`config.mk`:
```
export PLATFORM = sky130hd
export DESIGN_NAME = fnd_scan_monitor
export DESIGN_NICKNAME = d
export VERILOG_FILES = /design/src/rtl/fnd_scan_monitor.sv
export SDC_FILE = /design/constraint.sdc
export NUM_CORES = 1
export LEC_CHECK = 0
export ABC_CLOCK_PERIOD_IN_PS = 5020
export CAP_MARGIN = 20
export CORE_UTILIZATION = 55
export DETAILED_ROUTE_END_ITERATION = 6
export DONT_BUFFER_PORTS = 1
export PLACE_DENSITY = 0.7
export SYNTH_ARGS = -nofsm -noshare
export SYNTH_HDL_FRONTEND = slang
export SYNTH_SLANG_ARGS = --single-unit
```
`constraint.sdc`:
```
create_clock -name i_clk -period 5.02 [get_ports i_clk]
set_input_delay 1.004 -clock i_clk [delete_from_list [all_inputs] [get_ports i_clk]]
set_output_delay 1.004 -clock i_clk [all_outputs]
set_load 0.05 [all_outputs]
```
`src/rtl/fnd_scan_monitor.sv`:
```
// Recovers the 4-digit hex value from a multiplexed active-low FND anode/segment bus.
// Commit effects appear STABLE_CYCLES+1 edges after a pair is first sampled; no backpressure.
module fnd_scan_monitor #(
   parameter int STABLE_CYCLES  = 4,
   parameter int TIMEOUT_CYCLES = 100000
) (
   input  logic        i_clk,
   input  logic        i_reset_n,
   input  logic        i_en,
   input  logic [3:0]  i_digit,
   input  logic [7:0]  i_font,
   output logic [15:0] o_value,
   output logic [3:0]  o_dp,
   output logic [3:0]  o_valid,
   output logic [3:0]  o_err,
   output logic        o_update,
   output logic        o_frame
);

   localparam int CW = $clog2(STABLE_CYCLES + 1);
   localparam int TW = $clog2(TIMEOUT_CYCLES + 1);

   typedef enum logic [1:0] {IDLE, TRACK, HOLD} state_t;

   state_t          state, state_n;
   logic [CW-1:0]   cnt, cnt_n;
   logic [3:0]      r_digit, p_digit;
   logic [7:0]      r_font, p_font;
   logic [3:0]      seen, seen_set, dig_oh;
   logic [TW-1:0]   tcnt [4];
   logic            sel, same, legal, commit;
   logic [1:0]      dig;
   logic [3:0]      hex;

   // Returns {legal, hex index}; the dp bit is not part of the match.
   function automatic logic [4:0] font_lookup(input logic [6:0] seg);
      case (seg)
         7'h40: return {1'b1, 4'h0};
         7'h79: return {1'b1, 4'h1};
         7'h24: return {1'b1, 4'h2};
         7'h30: return {1'b1, 4'h3};
         7'h19: return {1'b1, 4'h4};
         7'h12: return {1'b1, 4'h5};
         7'h02: return {1'b1, 4'h6};
         7'h78: return {1'b1, 4'h7};
         7'h00: return {1'b1, 4'h8};
         7'h10: return {1'b1, 4'h9};
         7'h08: return {1'b1, 4'hA};
         7'h03: return {1'b1, 4'hB};
         7'h46: return {1'b1, 4'hC};
         7'h21: return {1'b1, 4'hD};
         7'h06: return {1'b1, 4'hE};
         7'h0E: return {1'b1, 4'hF};
         default: return 5'h00;
      endcase
   endfunction

   always_comb begin
      sel = 1'b1;
      dig = 2'd0;
      case (r_digit)
         4'b1110: dig = 2'd0;
         4'b1101: dig = 2'd1;
         4'b1011: dig = 2'd2;
         4'b0111: dig = 2'd3;
         default: sel = 1'b0;
      endcase
      dig_oh       = ~r_digit;
      same         = ({r_digit, r_font} == {p_digit, p_font});
      {legal, hex} = font_lookup(r_font[6:0]);
      seen_set     = seen | dig_oh;
   end

   always_comb begin
      state_n = state;
      cnt_n   = cnt;
      commit  = 1'b0;
      if (!i_en) begin
         state_n = IDLE;
         cnt_n   = '0;
      end else begin
         case (state)
            IDLE: begin
               if (sel) begin
                  state_n = TRACK;
                  cnt_n   = CW'(1);
               end
            end
            TRACK: begin
               if (!sel) begin
                  state_n = IDLE;
                  cnt_n   = '0;
               end else if (same) begin
                  cnt_n = cnt + 1'b1;
               end else begin
                  cnt_n = CW'(1);
               end
            end
            HOLD: begin
               if (!sel) begin
                  state_n = IDLE;
                  cnt_n   = '0;
               end else if (!same) begin
                  state_n = TRACK;
                  cnt_n   = CW'(1);
               end
            end
            default: begin
               state_n = IDLE;
               cnt_n   = '0;
            end
         endcase
         // A run reaching the threshold commits once, then parks in HOLD.
         if (state_n == TRACK && cnt_n == CW'(STABLE_CYCLES)) begin
            commit  = 1'b1;
            state_n = HOLD;
         end
      end
   end

   always_ff @(posedge i_clk) begin
      if (!i_reset_n) begin
         state <= IDLE;
         cnt   <= '0;
      end else begin
         state <= state_n;
         cnt   <= cnt_n;
      end
   end

   always_ff @(posedge i_clk) begin
      if (!i_reset_n) begin
         r_digit  <= 4'hF;
         r_font   <= 8'h00;
         p_digit  <= 4'hF;
         p_font   <= 8'h00;
         o_value  <= '0;
         o_dp     <= '0;
         o_valid  <= '0;
         o_err    <= '0;
         o_update <= 1'b0;
         o_frame  <= 1'b0;
         seen     <= '0;
         for (int k = 0; k < 4; k++) tcnt[k] <= '0;
      end else begin
         r_digit  <= i_digit;
         r_font   <= i_font;
         p_digit  <= r_digit;
         p_font   <= r_font;
         o_update <= commit;
         o_frame  <= 1'b0;
         if (i_en) begin
            for (int k = 0; k < 4; k++) begin
               if (tcnt[k] != TW'(TIMEOUT_CYCLES)) tcnt[k] <= tcnt[k] + 1'b1;
               if (tcnt[k] >= TW'(TIMEOUT_CYCLES - 1)) o_valid[k] <= 1'b0;
            end
         end
         // Placed after the timeout update so a same-cycle commit wins.
         if (commit) begin
            if (legal) begin
               o_value[{dig, 2'b00} +: 4] <= hex;
               o_dp[dig]                  <= ~r_font[7];
               o_valid[dig]               <= 1'b1;
               tcnt[dig]                  <= '0;
               if (seen_set == 4'hF) begin
                  o_frame <= 1'b1;
                  seen    <= '0;
               end else begin
                  seen <= seen_set;
               end
            end else begin
               o_err[dig] <= 1'b1;
            end
         end
      end
   end

endmodule

```
==> results of run 1 <==
==> cell type report <==
cell class / count / area [um^2]
Timing Repair Buffer: 1 / 7.51
Tap cell: 143 / 179
Fill cell: 943 / 4310
Inverter: 38 / 143
Sequential cell: 131 / 2620
Antenna cell: 1 / 2.50
Clock inverter: 12 / 155
Multi-Input combinational cell: 521 / 3590
Clock buffer: 20 / 457
==> critical path, cell delays in order (launching register included) <==
cell and delay (ns):
dfxtp_1 0.65, xnor2_1 0.19, nand4_1 0.15, a2111oi_0 0.37, or2_2 0.21, nand3_4 0.26, o41ai_4 0.95, o32ai_1 0.20
==> synth_stat cells (6+ instances only) <==
master,instances,area (um^2)
a21oi_1,12,60.1
and2_1,17,106
and3_1,13,81.3
buf_2,11,55.1
clkbuf_1,11,41.3
dfxtp_1,131,2620
ha_1,16,200
inv_1,38,143
mux2i_1,17,170
nand2_1,72,270
nand2b_1,9,56.3
nand3_1,28,140
nand4_1,20,125
nor2_1,108,405
nor3_1,16,80.1
nor4_1,6,37.5
o2111ai_1,6,52.6
o21ai_0,12,60.1
o22ai_2,6,75.1
xnor2_1,42,368
xor2_1,36,315
==> logic make-up (layout without fill, tap and decap cells) <==
logic type | count (synthesis) | count (layout) | share of synthesized area
adders and majority gates | 16 | 16 | 0.0307
other | 0 | 1 | 0
AOI/OAI and AO/OA | 74 | 74 | 0.110
muxes | 18 | 18 | 0.0278
and+or+nand+nor | 333 | 333 | 0.271
xor gates and xnor gates | 80 | 80 | 0.110
DFF | 131 | 131 | 0.402
buffers and inverters | 69 | 71 | 0.0487
==> per-stage QoR <==
step | area (um^2) | hold WS [ns]
4_1_cts | 7150 | 0.525
3_5_place_dp | 6540 | 0.513
2_1_floorplan | 6520 | 0.490
5_1_grt | 7160 | 0.539
3_3_place_gp | 6540 | 0.507
6_report | 7160 | 0.529
==> power by group <==
group / switching [uW] / total, uW / internal [uW]
Combinational: 93.2 / 154 / 61.0
Clock: 460 / 1270 / 806
Sequential: 28.9 / 1090 / 1060
Total: 582 / 2510 / 1920
==> registers in the layout, indices dropped and copies added (netlist names) <==
signal / flops
cnt: 3
seen: 4
r_digit: 4
o_dp: 4
o_update: 1
p_font: 8
state: 2
o_err: 4
o_valid: 4
o_value: 16
tcnt: 68
p_digit: 4
r_font: 8
o_frame: 1
==> path summary, 6_finish.rpt <==
path / start / end / cells past startpoint
worst max-delay path: r_font[3] / o_dp[1] / 7
worst min-delay path: seen[3] / seen[3] / 1
worst max register to register: r_font[3] / o_dp[1] / 7
worst min register to register: seen[3] / seen[3] / 1
==> cells in the final DEF, fill, tap and decap left out, types with 6 or more instances in the layout <==
cell	synthesis	routed
and3_1	13	13
nand2_1	72	72
nor3_1	16	16
ha_1	16	16
inv_1	38	38
mux2i_1	17	17
and2_1	17	17
xnor2_1	42	42
nand3_1	28	28
nor2_1	108	108
dfxtp_1	131	131
o22ai_2	6	6
o2111ai_1	6	6
nor4_1	6	6
nand4_1	20	20
o21ai_0	12	12
a21oi_1	12	12
xor2_1	36	36
clkbuf_16	0	17
o41ai_4	5	6
nand2b_1	9	9
==> layer usage <==
layer / routed length, um / vias to the layer above / global-route usage
li1: - / 2453 / -
met1: 5770 / 2296 / 0.274
met2: 6110 / 100 / 0.348
met3: 753 / 19 / 0.0804
met4: 163 / 0 / 0.0907
met5: 0 / - / 0
==> metrics.cfg, run 1 <==
[route]
drt_iter0_markers=292
route.vias.total=4868
routed_via_density=5.61
wirelength_um=12800
wl_per_cell_um=14.8
drc=0
first_pass_iters=6
drtAntennaViolNets=0

[place]
dp_slack_ns=1.82
portBuffers=0
dp_hpwl_um=8810
gp_congestion=0.836
placedCellCount=834

[yosys]
syn_area_um2=6520
syn_area_per_cell_um2=9.04
syn_nets=752
syn-instance-count=721
ys_seq_area_frac=0.402
yosys_register_bits=131
ys_async_sr_fraction=0
netlist-cell-type-count=69
synth_ff_type=dfxtp_1
synth_edf_count=0
yosys_warnings=0

[clock_network]
cts_resized=0
cts_sinks=131
cts_max_level=4
post_cts_buffers=0
clk_latency_ns=0.43
cts_buffers=17
clk_path_buf_depth=2
cts_tree=built
cts_root_buffer=clkbuf_16
cts.clk_slew.worst_paths_ns=0.06
hold_buffers=0

[worst_setup_path]
critPathKind=register to register
cp-start-kind=register
required_ns=5.28
cp_max_fo=18
reg2reg_slack_ns=1.86
cp-end-kind=register
arrival_ns=3.43

[outcome]
status=completed

[timing]
fin_tns_setup_ns=0
rsz0062_at_grt=no
finalSetupViolCount=0
max_slew_margin=0.354
setup_slack_ns=1.86
skew_ns=0.00596
tightest_slew_ns=0.966
hold_viol=0
report.final.slew_viol_count=0
timing.fmax_mhz=316
period_share=0.630
fin_crit_ns=3.16

[hold_path]
min_path_type=register to register

[global_routing]
grt_max_degree=58
gr-total-overflow=0
grt_pass1_wl_um=21800
antenna_found_initial=1
track_usage=0.221
grt_pass1_vias=4610

[floorplan]
core_area_um2=11500
fp.dieArea_um2=12300
io_pins=45
die_h_um=111
initial_utilization=0.569
fp.dieW_um=111
rows=39

[layout]
drive_gt1_frac=0.107
instances_no_fill=867
final_core_util=0.624
final_nets=741
syn2layout_area_growth_pct=9.77

[run]
max_cap_viol_count=0

[pwr]
vdd_drop_max_uv=359
power_per_cell_area_nw_per_um2=350
fin_total_pwr_uw=2510
p_leak_uw=0.00249

Power figures use the tool's default switching activity.
==> run 2: changes to the inputs <==
--- a/config.mk
+++ b/config.mk
@@ -5,7 +5,7 @@
 export SDC_FILE = /design/constraint.sdc
 export NUM_CORES = 1
 export LEC_CHECK = 0
-export ABC_CLOCK_PERIOD_IN_PS = 5020
+export ABC_CLOCK_PERIOD_IN_PS = 3250
 export CAP_MARGIN = 20
 export CORE_UTILIZATION = 55
 export DETAILED_ROUTE_END_ITERATION = 6
==> constraint.sdc (replaced) <==
create_clock -name i_clk -period 3.25 [get_ports i_clk]
set_input_delay 0.65 -clock i_clk [delete_from_list [all_inputs] [get_ports i_clk]]
set_output_delay 0.65 -clock i_clk [all_outputs]
set_load 0.05 [all_outputs]
==> metrics.cfg, run 2 (same netlist as run 1, synthesis figures left out) <==
[outcome]
status=completed  ; unchanged

[timing]
period_share=0.912  ; was 0.630
hold_viol=0  ; unchanged
fin_crit_ns=2.96  ; was 3.16 ns
skew_ns=0.00871  ; was 0.00596 ns
max_slew_margin=0.464  ; was 0.354
report.final.slew_viol_count=0  ; unchanged
timing.fmax_mhz=337  ; was 316 MHz
finalSetupViolCount=0  ; unchanged
rsz0062_at_grt=no  ; unchanged
fin_tns_setup_ns=0  ; unchanged
tightest_slew_ns=0.794  ; was 0.966 ns
hold_ws_ns=0.311  ; was 0.529 ns

[floorplan]
initial_utilization=0.569  ; unchanged
die_h_um=111  ; unchanged
io_pins=45  ; unchanged
fp.dieW_um=111  ; unchanged
core_area_um2=11500  ; unchanged
fp.dieArea_um2=12300  ; unchanged
rows=39  ; unchanged

[worst_setup_path]
cp-start-kind=register  ; unchanged
crit_end=o_dp[1]  ; unchanged
r2r-start=r_font[5]  ; was r_font[3]
cp-end-kind=register  ; unchanged
crit_chain=xnor2_1, nand4_1, or3_4, a211oi_4, a31oi_4, or4b_4, o32ai_1  ; was xnor2_1, nand4_1, a2111oi_0, or2_2, nand3_4, o41ai_4, o32ai_1
critPathSlowestCell=or4b_4  ; was o41ai_4
cp-startpoint=r_font[5]  ; was r_font[3]
required_ns=3.56  ; was 5.28 ns
slowest_delay_ns=0.77  ; was 0.95 ns
crit_cells=7  ; unchanged
critPathBufInv=0  ; unchanged
reg2reg_slack_ns=0.29  ; was 1.86 ns
arrival_ns=3.28  ; was 3.43 ns
critPathKind=register to register  ; unchanged
reg2reg_depth=7  ; unchanged
cp_max_fo=18  ; unchanged
cp_top_family=simple AND/OR/NAND/NOR gates  ; was compound AO/OA/AOI/OAI gates
crit-reg2reg-capture=o_dp[1]  ; unchanged

[pwr]
p_leak_uw=0.00254  ; was 0.00249 uW
seq_power_share=0.429  ; was 0.434
pwr-share-comb=0.065  ; was 0.062
swShare=0.229  ; was 0.232
power_per_cell_area_nw_per_um2=540  ; was 350 nW/um^2
internal-power_uw=3010  ; was 1920 uW
power.switching_uw=891  ; was 582 uW
pwr-share-clk=0.506  ; was 0.505
vdd_drop_max_uv=396  ; was 359 uV

[clock_network]
hold_buffers=0  ; unchanged
cts_max_level=4  ; unchanged
clk_latency_ns=0.42  ; was 0.43 ns
post_cts_buffers=0  ; unchanged
cts_buffers=17  ; unchanged
cts.clk_slew.worst_paths_ns=0.06  ; about the same
clk_path_buf_depth=2  ; unchanged
cts_tree=built  ; unchanged
cts_sinks=131  ; unchanged
cts_root_buffer=clkbuf_16  ; unchanged
cts_resized=0  ; unchanged

[place]
gp_congestion=0.840  ; was 0.836
dp_hpwl_um=8970  ; was 8810 um
portBuffers=0  ; unchanged
placedCellCount=841  ; was 834

[layout]
final_nets=748  ; was 741
instances_no_fill=873  ; was 867
largest_register=tcnt  ; unchanged
layout_commonest_cell=dfxtp_1  ; unchanged
n_antenna_cell=0  ; was 1
reg_top3=tcnt (68), o_value (16)  ; unchanged
largest_reg_flops=68  ; unchanged
drive_gt1_frac=0.115  ; was 0.107
final_cell_mix=131 x dfxtp_1, 108 x nor2_1, 72 x nand2_1  ; unchanged
syn2layout_area_growth_pct=10.7  ; was 9.77%

[global_routing]
track_usage=0.219  ; was 0.221
grt_max_degree=58  ; unchanged
grt_pass1_wl_um=21900  ; was 21,800 um
gr-total-overflow=0  ; unchanged
antenna_found_initial=0  ; was 1
grt_pass1_vias=4542  ; was 4,610

[route]
drt_iter0_markers=235  ; was 292
routed_via_density=5.58  ; was 5.61
drc=0  ; unchanged
route.vias.total=4867  ; was 4,868
wl_per_cell_um=14.9  ; was 14.8 um
wirelength_um=13000  ; was 12,800 um
drtAntennaViolNets=0  ; unchanged
first_pass_iters=5  ; was 6

[run]
max_cap_viol_count=0  ; unchanged

[hold_path]
worstHoldStart=i_reset_n  ; was seen[3]
min_path_type=input pin to register  ; was register to register

## run 2: changes by cell type in the layout (fill, tap and decap cells not counted)
cell | previous run | this run
diode_2 | 1 | 0
buf_4 | 1 | 8
clkinvlp_4 | 5 | 2
inv_6 | 1 | 2
clkinv_4 | 1 | 2
clkbuf_8 | 2 | 3
## run 2: power by group through the flow
stage | Combinational, uW | Clock [uW] | Sequential, uW
floorplan | 234 | 0 | 1690
global placement | 244 | 0 | 1710
detailed placement | 252 | 0 | 1710
CTS | 255 | 2000 | 1670
global route | 282 | 2080 | 1680
finish | 252 | 1970 | 1670
## run 2: stage by stage
step | worst slack (ns) | utilization | power [uW] | cell area, um^2
6_report | 0.286 | 0.629 | 3900 | 7220
5_1_grt | 0.115 | 0.629 | 4040 | 7220
4_1_cts | 0.299 | 0.629 | 3930 | 7220
3_5_place_dp | 0.373 | 0.575 | 1960 | 6600
3_3_place_gp | 0.483 | 0.575 | 1950 | 6600
2_1_floorplan | 0.855 | - | 1920 | 6520
## run 2: final cells by class
class | instances | area [um^2]
fillers | 975 | 4250
multi-input cells | 521 | 3590
flip-flops and latches | 131 | 2620
clock buffers | 21 | 470
well taps | 143 | 179
clock inverters | 11 | 150
inverters | 38 | 143
repair buffers | 8 | 60.1
## run 2: how the worst min path moves through the flow
stage            endpoint  depth (start not counted)
2_1_floorplan     seen[1]                          1
3_3_place_gp      seen[3]                          1
4_1_cts        r_digit[0]                          1
6_report       r_digit[0]                          1
5_1_grt        r_digit[3]                          1
3_5_place_dp      seen[1]                          1
## run 2: layer usage
layer	GRT usage	wire, um	up-vias
met4	0.0756	172	0
met1	0.276	6100	2313
met5	0	0	-
met3	0.0722	646	14
li1	-	-	2462
met2	0.352	6060	78
